--- config.mk ---
export PLATFORM = sky130hd
export DESIGN_NAME = id_stage_flat
export DESIGN_NICKNAME = d
export VERILOG_FILES = /design/src/rtl/id_stage_if.sv /design/src/rtl/id_stage.sv /design/src/flat_wrapper.sv
export SDC_FILE = /design/constraint.sdc
export NUM_CORES = 1
export LEC_CHECK = 0
export CAP_MARGIN = 10
export CORE_MARGIN = 10
export CORE_UTILIZATION = 44
export CTS_BUF_LIST = sky130_fd_sc_hd__clkbuf_4
export DETAILED_ROUTE_END_ITERATION = 16
export PLACE_DENSITY = 0.83
export SLEW_MARGIN = 10
export SYNTH_ARGS = -nofsm -noshare
export SYNTH_HDL_FRONTEND = slang
export SYNTH_SLANG_ARGS = --single-unit
--- constraint.sdc ---
create_clock -name clk -period 3.4 [get_ports clk]
set_input_delay 0.68 -clock clk [delete_from_list [all_inputs] [get_ports clk]]
set_output_delay 0.68 -clock clk [all_outputs]
set_load 0.005 [all_outputs]
--- src/rtl/id_stage_if.sv ---
// Bundle between fetch/EX and the ID stage: fetch slot, hazard/flush inputs,
// and the decoded-instruction controls that feed the register file and ID/EX.
interface id_stage_if #(parameter int DW = 16);
    logic [DW-1:0] if_instr;
    logic [DW-1:0] if_pc_plus2;
    logic          if_valid;
    logic          flush;
    logic          ex_mem_read;
    logic [3:0]    ex_dst_reg;

    logic          stall;
    logic          id_issue;
    logic [3:0]    src_reg1;
    logic [3:0]    src_reg2;
    logic [3:0]    dst_reg;
    logic          reg_write;
    logic          mem_read;
    logic          mem_write;
    logic [3:0]    alu_op;
    logic [DW-1:0] imm;
    logic [DW-1:0] id_pc_plus2;
    logic          halt;

    modport master (
        input  if_instr, if_pc_plus2, if_valid, flush, ex_mem_read, ex_dst_reg,
        output stall, id_issue, src_reg1, src_reg2, dst_reg, reg_write,
               mem_read, mem_write, alu_op, imm, id_pc_plus2, halt
    );

    modport slave (
        output if_instr, if_pc_plus2, if_valid, flush, ex_mem_read, ex_dst_reg,
        input  stall, id_issue, src_reg1, src_reg2, dst_reg, reg_write,
               mem_read, mem_write, alu_op, imm, id_pc_plus2, halt
    );
endinterface

--- src/rtl/id_stage.sv ---
// IF/ID pipeline register, instruction decode, load-use stall and sticky halt.
//   state    | meaning
//   S_RUN    | normal issue from the IF/ID register
//   S_HALTED | HLT has issued; fetch frozen until reset
module id_stage #(parameter int DW = 16) (
    input  logic        clk,
    input  logic        rst,
    id_stage_if.master  bus
);
    localparam logic [3:0] OP_SLL = 4'h4, OP_SRA = 4'h5, OP_ROR = 4'h6;
    localparam logic [3:0] OP_LW  = 4'h8, OP_SW  = 4'h9, OP_LLB = 4'hA, OP_LHB = 4'hB;
    localparam logic [3:0] OP_B   = 4'hC, OP_BR  = 4'hD, OP_PCS = 4'hE, OP_HLT = 4'hF;

    typedef enum logic {S_RUN = 1'b0, S_HALTED = 1'b1} state_t;

    state_t        state_q, state_d;
    logic [DW-1:0] id_instr, id_pc_q;
    logic          id_valid;
    logic [3:0]    opcode, rd, rs, rt;
    logic [3:0]    src1, src2;
    logic          halted, uses_src1, uses_src2, load_use, stall_i, issue_i;
    logic          reg_write_i;
    logic [DW-1:0] imm_i;

    assign opcode = id_instr[15:12];
    assign rd     = id_instr[11:8];
    assign rs     = id_instr[7:4];
    assign rt     = id_instr[3:0];

    always_ff @(posedge clk) begin
        if (!rst) state_q <= S_RUN;
        else      state_q <= state_d;
    end

    always_comb begin
        state_d = state_q;
        if (state_q == S_RUN && issue_i && opcode == OP_HLT)
            state_d = S_HALTED;
    end

    always_comb begin
        halted = (state_q == S_HALTED);
    end

    // Flush outranks both stall and halt; only id_valid is cleared.
    always_ff @(posedge clk) begin
        if (!rst) begin
            id_instr <= '0;
            id_pc_q  <= '0;
            id_valid <= 1'b0;
        end else if (bus.flush) begin
            id_valid <= 1'b0;
        end else if (!stall_i) begin
            id_instr <= bus.if_instr;
            id_pc_q  <= bus.if_pc_plus2;
            id_valid <= bus.if_valid;
        end
    end

    always_comb begin
        src1        = (opcode == OP_LLB || opcode == OP_LHB) ? rd : rs;
        src2        = (opcode == OP_SW) ? rd : rt;
        uses_src1   = (opcode <= OP_LHB) || (opcode == OP_BR);
        uses_src2   = (opcode <= 4'h3) || (opcode == 4'h7) || (opcode == OP_SW);
        reg_write_i = (opcode <= OP_LW) || (opcode == OP_LLB) ||
                      (opcode == OP_LHB) || (opcode == OP_PCS);
        imm_i       = '0;
        case (opcode)
            OP_SLL, OP_SRA, OP_ROR: imm_i = {12'b0, id_instr[3:0]};
            OP_LW, OP_SW:           imm_i = {{11{id_instr[3]}}, id_instr[3:0], 1'b0};
            OP_LLB, OP_LHB:         imm_i = {8'b0, id_instr[7:0]};
            OP_B:                   imm_i = {{6{id_instr[8]}}, id_instr[8:0], 1'b0};
            default:                imm_i = '0;
        endcase
    end

    assign load_use = id_valid && bus.ex_mem_read &&
                      ((uses_src1 && src1 == bus.ex_dst_reg) ||
                       (uses_src2 && src2 == bus.ex_dst_reg));
    assign stall_i  = halted || load_use;
    assign issue_i  = id_valid && !stall_i && !bus.flush && !halted;

    assign bus.stall       = stall_i;
    assign bus.id_issue    = issue_i;
    assign bus.src_reg1    = src1;
    assign bus.src_reg2    = src2;
    assign bus.dst_reg     = rd;
    assign bus.reg_write   = id_valid && reg_write_i;
    assign bus.mem_read    = id_valid && (opcode == OP_LW);
    assign bus.mem_write   = id_valid && (opcode == OP_SW);
    assign bus.alu_op      = opcode;
    assign bus.imm         = imm_i;
    assign bus.id_pc_plus2 = id_pc_q;
    assign bus.halt        = halted;
endmodule
--- src/flat_wrapper.sv ---
// flat-port wrapper written by rule: the top's interface ports become plain ports
module id_stage_flat 
#(parameter int DW = 16)
  (clk, rst, bus_if_instr, bus_if_pc_plus2, bus_if_valid, bus_flush, bus_ex_mem_read, bus_ex_dst_reg, bus_stall, bus_id_issue, bus_src_reg1, bus_src_reg2, bus_dst_reg, bus_reg_write, bus_mem_read, bus_mem_write, bus_alu_op, bus_imm, bus_id_pc_plus2, bus_halt);
  id_stage_if #(.DW(DW)) bus_i ();
  input  logic clk;
  input  logic rst;
  input wire logic [$bits(bus_i.if_instr)-1:0] bus_if_instr;
  input wire logic [$bits(bus_i.if_pc_plus2)-1:0] bus_if_pc_plus2;
  input wire logic [$bits(bus_i.if_valid)-1:0] bus_if_valid;
  input wire logic [$bits(bus_i.flush)-1:0] bus_flush;
  input wire logic [$bits(bus_i.ex_mem_read)-1:0] bus_ex_mem_read;
  input wire logic [$bits(bus_i.ex_dst_reg)-1:0] bus_ex_dst_reg;
  output wire logic [$bits(bus_i.stall)-1:0] bus_stall;
  output wire logic [$bits(bus_i.id_issue)-1:0] bus_id_issue;
  output wire logic [$bits(bus_i.src_reg1)-1:0] bus_src_reg1;
  output wire logic [$bits(bus_i.src_reg2)-1:0] bus_src_reg2;
  output wire logic [$bits(bus_i.dst_reg)-1:0] bus_dst_reg;
  output wire logic [$bits(bus_i.reg_write)-1:0] bus_reg_write;
  output wire logic [$bits(bus_i.mem_read)-1:0] bus_mem_read;
  output wire logic [$bits(bus_i.mem_write)-1:0] bus_mem_write;
  output wire logic [$bits(bus_i.alu_op)-1:0] bus_alu_op;
  output wire logic [$bits(bus_i.imm)-1:0] bus_imm;
  output wire logic [$bits(bus_i.id_pc_plus2)-1:0] bus_id_pc_plus2;
  output wire logic [$bits(bus_i.halt)-1:0] bus_halt;
  assign bus_i.if_instr = bus_if_instr;
  assign bus_i.if_pc_plus2 = bus_if_pc_plus2;
  assign bus_i.if_valid = bus_if_valid;
  assign bus_i.flush = bus_flush;
  assign bus_i.ex_mem_read = bus_ex_mem_read;
  assign bus_i.ex_dst_reg = bus_ex_dst_reg;
  assign bus_stall = bus_i.stall;
  assign bus_id_issue = bus_i.id_issue;
  assign bus_src_reg1 = bus_i.src_reg1;
  assign bus_src_reg2 = bus_i.src_reg2;
  assign bus_dst_reg = bus_i.dst_reg;
  assign bus_reg_write = bus_i.reg_write;
  assign bus_mem_read = bus_i.mem_read;
  assign bus_mem_write = bus_i.mem_write;
  assign bus_alu_op = bus_i.alu_op;
  assign bus_imm = bus_i.imm;
  assign bus_id_pc_plus2 = bus_i.id_pc_plus2;
  assign bus_halt = bus_i.halt;
  id_stage #(.DW(DW)) u_core (.clk(clk), .rst(rst), .bus(bus_i));
endmodule
======== Word level (Yosys, flattened, before mapping) ========
Index checks and enable logic that the tools add are counted.
operators by class
  muxes and demuxes ....................... 3
  eq/ne operators ......................... 14
  order comparisons ....................... 3
  $mul .................................... 0
  reduce and logical (&&, ||, !) cells .... 29
  bitwise logic cells ..................... 4
  divide/modulo/power cells ............... 0
  add/sub/neg operators ................... 0
  shifts and indexed selects .............. 0
operators with widths
  cell                count
  $pmux 16 s4         1
  $eq 4x4->1 const B  8
  $eq 4x3->1 const B  4
  $logic_and 1x1->1   12
  $logic_or 1x1->1    9
  $eq 4x4->1          2
  $le 4x4->1 const B  2
  $mux 4              2
  $reduce_or 2->1     3
  $le 4x2->1 const B  1
  $not 1->1           4
  $logic_not 1->1     3
  $reduce_or 3->1     1
  $reduce_and 2->1    1
word-level totals
  RAM bits ................................ 0
  memories kept ........................... 0
  ROM bits ................................ 0
  bits in latches ......................... 0
  output and inout bits ................... 54
  flip-flop bits (word level) ............. 34
  input bits .............................. 41

======== Depth between registers and ports, before layout ========
Gate-level depths: netlist of the first run.
  word-level depth ........................ 14
  depth in mapped cells ................... 9

======== Worst setup path after synthesis of the first run ========
OpenSTA, ideal clock, no wires.
  path type ............................... reg2out
  start point ............................. register u_core.id_instr[13]
  end point ............................... output port bus_id_issue
  path slack .............................. 560 ps
  required time ........................... 2720 ps
  buffers on the path ..................... 3
  arrival ................................. 2160 ps
  stages on the path, launching flop included .. 10
  cell sequence ........................... dfxtp_1 > buf_6 > and4bb_1 > buf_6 > mux2_4 > xor2_2 > nor4_2 > nor4_4 > buf_6 > and2_1
RTL lines
  what                             line                source
  start, declared                  id_stage.sv:17      logic [DW-1:0] id_instr, id_pc_q;
  start signal, assigned           id_stage.sv:54      id_instr <= bus.if_instr;
  $eq 4x4->1                       id_stage.sv:62      src2 = (opcode == OP_SW) ? rd : rt;
  $mux 4                           id_stage.sv:62
  net bus_src_reg2[0]              flat_wrapper.sv:17  output wire logic [$bits(bus_i.src_reg2)-1:0] bus_src_reg2;
  $eq 4x4->1                       id_stage.sv:79      (uses_src2 && src2 == bus.ex_dst_reg));
  $logic_and 1x1->1                id_stage.sv:79
  $logic_or 1x1->1                 id_stage.sv:78      ((uses_src1 && src1 == bus.ex_dst_reg) ||
  $logic_and 1x1->1                id_stage.sv:77      assign load_use = id_valid && bus.ex_mem_read &&
  $logic_or 1x1->1                 id_stage.sv:80      assign stall_i = halted || load_use;
  $logic_not 1->1                  n/a
  $logic_and 1x1->1 (3 in series)  id_stage.sv:81      assign issue_i = id_valid && !stall_i && !bus.flush && !halted;
  end, declared                    flat_wrapper.sv:15  output wire logic [$bits(bus_i.id_issue)-1:0] bus_id_issue;
The timed path passes the listed nets, and every way through them passes these cells.

======== Worst setup path in the final report of the first run ========
  start point ............................. register u_core.id_instr[13]
  end point ............................... output port bus_stall
on the way
  longest elaborated chain between the ends .. 8
RTL lines
  what                 line                source
  $eq 4x4->1           id_stage.sv:61      src1 = (opcode == OP_LLB || opcode == OP_LHB) ? rd : rs;
  $logic_or 1x1->1     id_stage.sv:61
  $mux 4               id_stage.sv:61
  $eq 4x4->1           id_stage.sv:78
  $logic_and 1x1->1    id_stage.sv:78
  $logic_or 1x1->1 *   id_stage.sv:78
  $logic_and 1x1->1 *  id_stage.sv:77
  $logic_or 1x1->1 *   id_stage.sv:80
  end, declared        flat_wrapper.sv:14  output wire logic [$bits(bus_i.stall)-1:0] bus_stall;
Mark *: on every way between the ends. The rest lies on a longest branch, timed or not.

==> results.cfg, run 1 <==
[routing]
firstDrtPassIters = 4
avgRoutedWirePerCell_um = 14.8
drc = 0
wl_mm = 6.18
vias = 2040
via_per_inst = 4.89
drt_first_iter_violations = 86
drtAntennaViolNets = 0

[die]
core_area_um2 = 4750
top_level_ports = 95
die_y_um = 90.2
start_util_pct = 45.6
num_rows = 25
die_x_um = 90.2
die_area_um2 = 8140

[clock_tree]
postCtsHoldBufs = 0
clock_latency_ns = 0.33
cts_buffer_depth = 2
cts_sinks = 34
cts_made_buffers = 5
root_buffer = clkbuf_4
cts_tree = built
clkTransAtPathRegs_ns = 0.10
cts.htree.levels = 2

[power_and_ir_drop]
combPwrFrac_pct = 26.7
leakagePower_nw = 1.33
clkPwrFrac_pct = 23.8
swShare_pct = 27.6
peakVddDrop_uv = 253
internal-power_mw = 0.652
p_per_area_nw_per_um2 = 288
p_sw_mw = 0.249
sequentialPowerShare_pct = 49.5

[synth]
avgSynthCellArea_um2 = 8.09
synthXorXnorAreaFrac_pct = 2.31
synth_fa_ha_area_share_pct = 0
synth-edff-count = 0
synth_mux_area_share_pct = 19.6
synthFlopType = dfxtp_1
synth_cells = 268
ys_warn_count = 0
seq_area_frac_synth_pct = 31.4
synth_compound_area_share_pct = 9.41
async_flop_share_pct = 0
synthSimpleGateAreaFrac_pct = 27.0
synth_top_family_by_area = simple AND/OR/NAND/NOR gates
ys_ff_latch = 34
synth_nets = 309
syn_area_um2 = 2170
ys_types = 41

[critical_path]
cp.required_ns = 2.72
startpoint = u_core.id_instr[13]$_SDFFE_PN0P_
cp-end-kind = output port
r2r_cells = 8
r2r_start = u_core.id_instr[13]$_SDFFE_PN0P_
setup.worst_path.end = bus_stall
critical_path_class = reg2out
critPathLaunchType = flop
regToRegSetupSlack_ns = 0.98
r2r_end = u_core.bus.halt$_SDFFE_PN0P_
arrival_ns = 2.60
crit_fanout = 3

[job]
cap_violations = 0

[timing]
grt_setup_unrepaired = no
finalHoldViolCount = 0
max_freq_ghz = 0.304
fin_setup_tns_ns = 0
setup_ws_ns = 0.115
finClkSkew_ns = 0.0104
setup_viol = 0
period_needed_ns = 3.28
slew_headroom_pct = 54.3
worst_slew_pin_slew_ns = 0.685
post-route-period-util_pct = 96.6
drv_slew = 0

[placement]
dpl_cell_area_um2 = 3040
dp_hpwl_mm = 4.86
io_buffers = 94
gp_congestion = 0.851
dp_slack_ns = -0.152

[global_route]
grt-ovfl-total = 0
grt_max_degree = 44
grt_util_met3_pct = 6.07
antenna_found_initial = 0
grt_pass1_vias = 2127
met2_usage_pct = 26.0
track_usage_pct = 15.2
grt_pass1_wl_mm = 10.5
busiest_layer = met2
met1_usage_pct = 16.8

[outcome]
outcome = finished clean

[final_layout]
n_antenna_cell = 0
final_cell_area_um2 = 3130
fill_cells = 411
drive_gt1_share_pct = 10.3
syn2layout_area_growth_pct = 44.3
nets = 390
fin_util_pct = 65.8

[hold_path]
hp-class = reg2reg
-- cell families (layout without fill, tap and decap cells) --
logic type      after synthesis  count (layout)
simple gates                125             125
mux                          41              41
buf+inv                      35             117
flops                        34              34
compound gates               29              29
xor+xnor                      4               4
-- how the worst min path moves through the flow --
stage | cells after the start | startpoint | end
2_1_floorplan | 2 | u_core.bus.id_pc_plus2[0]$_SDFFE_PN0P_ | u_core.bus.id_pc_plus2[0]$_SDFFE_PN0P_
3_3_place_gp | 2 | u_core.bus.id_pc_plus2[7]$_SDFFE_PN0P_ | u_core.bus.id_pc_plus2[7]$_SDFFE_PN0P_
3_5_place_dp | 2 | u_core.bus.id_pc_plus2[11]$_SDFFE_PN0P_ | u_core.bus.id_pc_plus2[11]$_SDFFE_PN0P_
4_1_cts | 2 | u_core.bus.id_pc_plus2[1]$_SDFFE_PN0P_ | u_core.bus.id_pc_plus2[1]$_SDFFE_PN0P_
5_1_grt | 2 | u_core.bus.id_pc_plus2[11]$_SDFFE_PN0P_ | u_core.bus.id_pc_plus2[11]$_SDFFE_PN0P_
6_report | 2 | u_core.bus.id_pc_plus2[11]$_SDFFE_PN0P_ | u_core.bus.id_pc_plus2[11]$_SDFFE_PN0P_
-- per-layer routing --
metal,part of all wire [%],vias to the layer above
li1,-,1046
met2,49,66
met1,40,921
met3,9.2,7
met4,1.4,0
met5,0,-
-- Yosys cell counts (3+ instances only) --
library cell / count / area, um2
and2_1: 4 / 25.0
inv_1: 5 / 18.8
mux2_2: 4 / 45.0
a22oi_1: 4 / 30.0
clkbuf_1: 10 / 37.5
a21oi_1: 3 / 15.0
nor2b_1: 5 / 31.3
nand3_1: 3 / 15.0
buf_6: 5 / 56.3
mux2i_1: 35 / 350
buf_4: 14 / 105
nand2b_1: 4 / 25.0
nand2_1: 91 / 342
dfxtp_1: 34 / 681
o21ai_0: 7 / 35.0
nor2_1: 5 / 18.8
-- sequential cells by signal, indices dropped and copies added (netlist names) --
register / cells
u_core.bus.id_pc_plus2: 16
u_core.id_instr: 16
u_core.id_valid: 1
u_core.bus.halt: 1
-- what timing repair did --
action                                 in CTS  in global routing
setup endpoints to repair                   2                  2
resized for setup                           4                  4
cloned                                      0                  0
setup buffers                               1                  1
pin swaps                                   2                  2
endpoints found under the hold margin       0                  0
-- cells in the final DEF, fill, tap and decap left out, types with 2 or more instances in the layout --
cell,instances
clkbuf_4,6
a21boi_0,2
nor2_1,5
mux2_4,2
xor2_2,2
mux2i_1,35
dlygate4sd2_1,2
and2_1,4
buf_4,10
nand2_1,91
nand3b_1,2
nor4_2,2
o21ai_0,7
inv_1,5
nand2b_1,4
mux2_2,4
a21oi_1,3
nor2b_1,4
or2_2,2
o211ai_1,2
xor2_1,2
nand3_1,3
a22oi_1,4
dfxtp_1,34
clkdlybuf4s50_1,89
dlymetal6s2s_1,2
o21a_1,2
-- worst max-delay path: stages (launching register included) --
cell             delay [ns]
dfxtp_1                0.32
and4bb_2               0.36
mux2_4                 0.34
xor2_2                 0.15
nor4_2                 0.29
buf_4                  0.17
or3_1                  0.12
clkdlybuf4s50_1        0.52
-- through the flow --
step	total power [mW]	instances	hold slack, ns
floorplan	0.572	268	0.451
global placement	0.692	407	0.441
detailed placement	0.697	407	0.447
CTS	0.914	416	0.467
global route	0.960	417	0.488
finish	0.901	417	0.465
-- power groups by stage --
stage / registers [mW] / clock network [mW] / logic (mW)
2_1_floorplan: 0.450 / 0 / 0.122
3_3_place_gp: 0.453 / 0 / 0.239
3_5_place_dp: 0.454 / 0 / 0.242
4_1_cts: 0.446 / 0.225 / 0.244
5_1_grt: 0.450 / 0.245 / 0.265
6_report: 0.446 / 0.215 / 0.240
-- final cells by class --
type                       instances  area (um2)  area share, %
clock buffer                       6        45.0           1.44
clock inverter                     2        8.76          0.280
inverter                           5        18.8          0.600
multi-input combinational        199        1280           40.8
sequential                        34         681           21.8
tap                               67        83.8           2.68
timing repair buffer             104        1010           32.4
Power figures use the tool's default switching activity.
==> run 2: changes to the inputs <==
SETUP_SLACK_MARGIN = 0.02   (was not set)
==> run 2 against run 1 <==
Clock skew unchanged; critical path type unchanged; non-clock buffer count increased by 1; setup slack improved by 0.028 ns; critical endpoint unchanged.
==> results.cfg, run 2 (same netlist as run 1, synthesis figures left out) <==
[critical_path]
arrival_ns = 2.58
r2r_start = u_core.id_instr[13]$_SDFFE_PN0P_
r2r_end = u_core.id_instr[15]$_SDFFE_PN0P_
cp-end-kind = output port
critPathLaunchType = flop
critical_path_class = reg2out
cp.required_ns = 2.72
regToRegSetupSlack_ns = 0.86
r2r_cells = 9
startpoint = u_core.id_instr[13]$_SDFFE_PN0P_
crit_fanout = 3

[timing]
finClkSkew_ns = 0.0104
drv_slew = 0
worst_slew_pin_slew_ns = 0.685
whs_ns = 0.465
post-route-period-util_pct = 95.8
finalHoldViolCount = 0
setup_viol = 0
period_needed_ns = 3.26
grt_setup_unrepaired = no
slew_headroom_pct = 54.3
max_freq_ghz = 0.307

[global_route]
busiest_layer = met2
grt-ovfl-total = 0
grt_pass1_wl_mm = 10.5
antenna_found_initial = 0
met2_usage_pct = 26.0
track_usage_pct = 15.2
grt_pass1_vias = 2127
grt_util_met3_pct = 6.07
grt_max_degree = 44
met1_usage_pct = 16.8

[hold_path]
hp-class = reg2reg
whs_endpoint = u_core.bus.id_pc_plus2[11]$_SDFFE_PN0P_
min_path_cells = 2
min_from = u_core.bus.id_pc_plus2[11]$_SDFFE_PN0P_

[routing]
wl_mm = 6.21
drt_first_iter_violations = 77
firstDrtPassIters = 4
drtAntennaViolNets = 0
via_per_inst = 4.91
drc = 0
avgRoutedWirePerCell_um = 14.9
vias = 2051

[power_and_ir_drop]
p_per_area_nw_per_um2 = 287
p_total_mw = 0.901
leakagePower_nw = 1.34
peakVddDrop_uv = 252

[final_layout]
seq_area_um2 = 681
multi_input_area_um2 = 1280
layout.cells.most_common_list = 91 x nand2_1, 89 x clkdlybuf4s50_1, 35 x mux2i_1
fill_cells = 409
nets = 391
syn2layout_area_growth_pct = 44.6
n_antenna_cell = 0
fin_cells = 418
drive_gt1_share_pct = 10.5
fin_util_pct = 65.9
final_common_cell = nand2_1

[placement]
dp.cells = 407
io_buffers = 94
gp_congestion = 0.851
dp_hpwl_mm = 4.86

[die]
die_x_um = 90.2
top_level_ports = 95
num_rows = 25
die_area_um2 = 8140
start_util_pct = 45.6
core_area_um2 = 4750
die_y_um = 90.2

[clock_tree]
cts_made_buffers = 5
cts_buffer_depth = 2
cts_sinks = 34
clock_latency_ns = 0.33
cts.htree.levels = 2
cts_tree = built
clkTransAtPathRegs_ns = 0.10
root_buffer = clkbuf_4

[outcome]
outcome = finished clean

[job]
cap_violations = 0
-- run 2: changes by cell type in the layout (fill, tap and decap cells not counted), sizes merged --
cell	delta
buf	+1
-- run 2: layout make-up --
class                   count  share of cell area, %
well taps                  67                   2.67
multi-input cells         199                   40.7
repair buffers            105                   32.6
flip-flops and latches     34                   21.7
inverters                   5                  0.599
clock buffers               6                   1.44
clock inverters             2                  0.279
-- run 2: metal layers --
metal | vias to the layer above | wire length (um)
met2 | 68 | 3040
met5 | - | 0
met1 | 927 | 2480
met4 | 0 | 114
met3 | 9 | 574
li1 | 1047 | -
-- run 2: power breakdown --
part,leakage (nW),total [mW],internal (mW),switching [mW]
sequential,0.281,0.446,0.423,0.0232
clock,0.0331,0.215,0.0856,0.129
combinational,1.02,0.240,0.144,0.0968
total,1.34,0.901,0.652,0.249
-- run 2: through the flow --
stage / cell area [um2] / worst slack, ns / setup TNS (ns)
6_report: 3140 / 0.143 / 0
5_1_grt: 3140 / 0.0329 / 0
4_1_cts: 3110 / 0.0262 / 0
3_5_place_dp: 3040 / -0.152 / -0.256
3_3_place_gp: 3040 / -0.0925 / -0.149
2_1_floorplan: 2170 / 0.560 / 0
-- run 2: what timing repair did --
action / in CTS / in global routing
hold buffers: 0 / 0
gates resized for setup: 4 / 4
pin swaps: 2 / 2
buffers inserted: 1 / 2
endpoints found under the hold margin: 0 / 0
setup endpoints to repair: 2 / 2
-- run 2: worst max path at each step --
stage                   endpoint  slack (ns)
floorplan           bus_id_issue        0.56
global placement       bus_stall       -0.09
detailed placement     bus_stall       -0.15
CTS                 bus_id_issue        0.03
global route           bus_stall        0.03
finish                 bus_stall        0.14
-- run 2: worst max-delay path, stage by stage, from the launching register on --
cell and delay (ns):
dfxtp_1 0.32, and4bb_2 0.36, mux2_4 0.34, xor2_2 0.15
nor4_2 0.29, buf_4 0.16, or3_1 0.11, clkdlybuf4s50_1 0.52
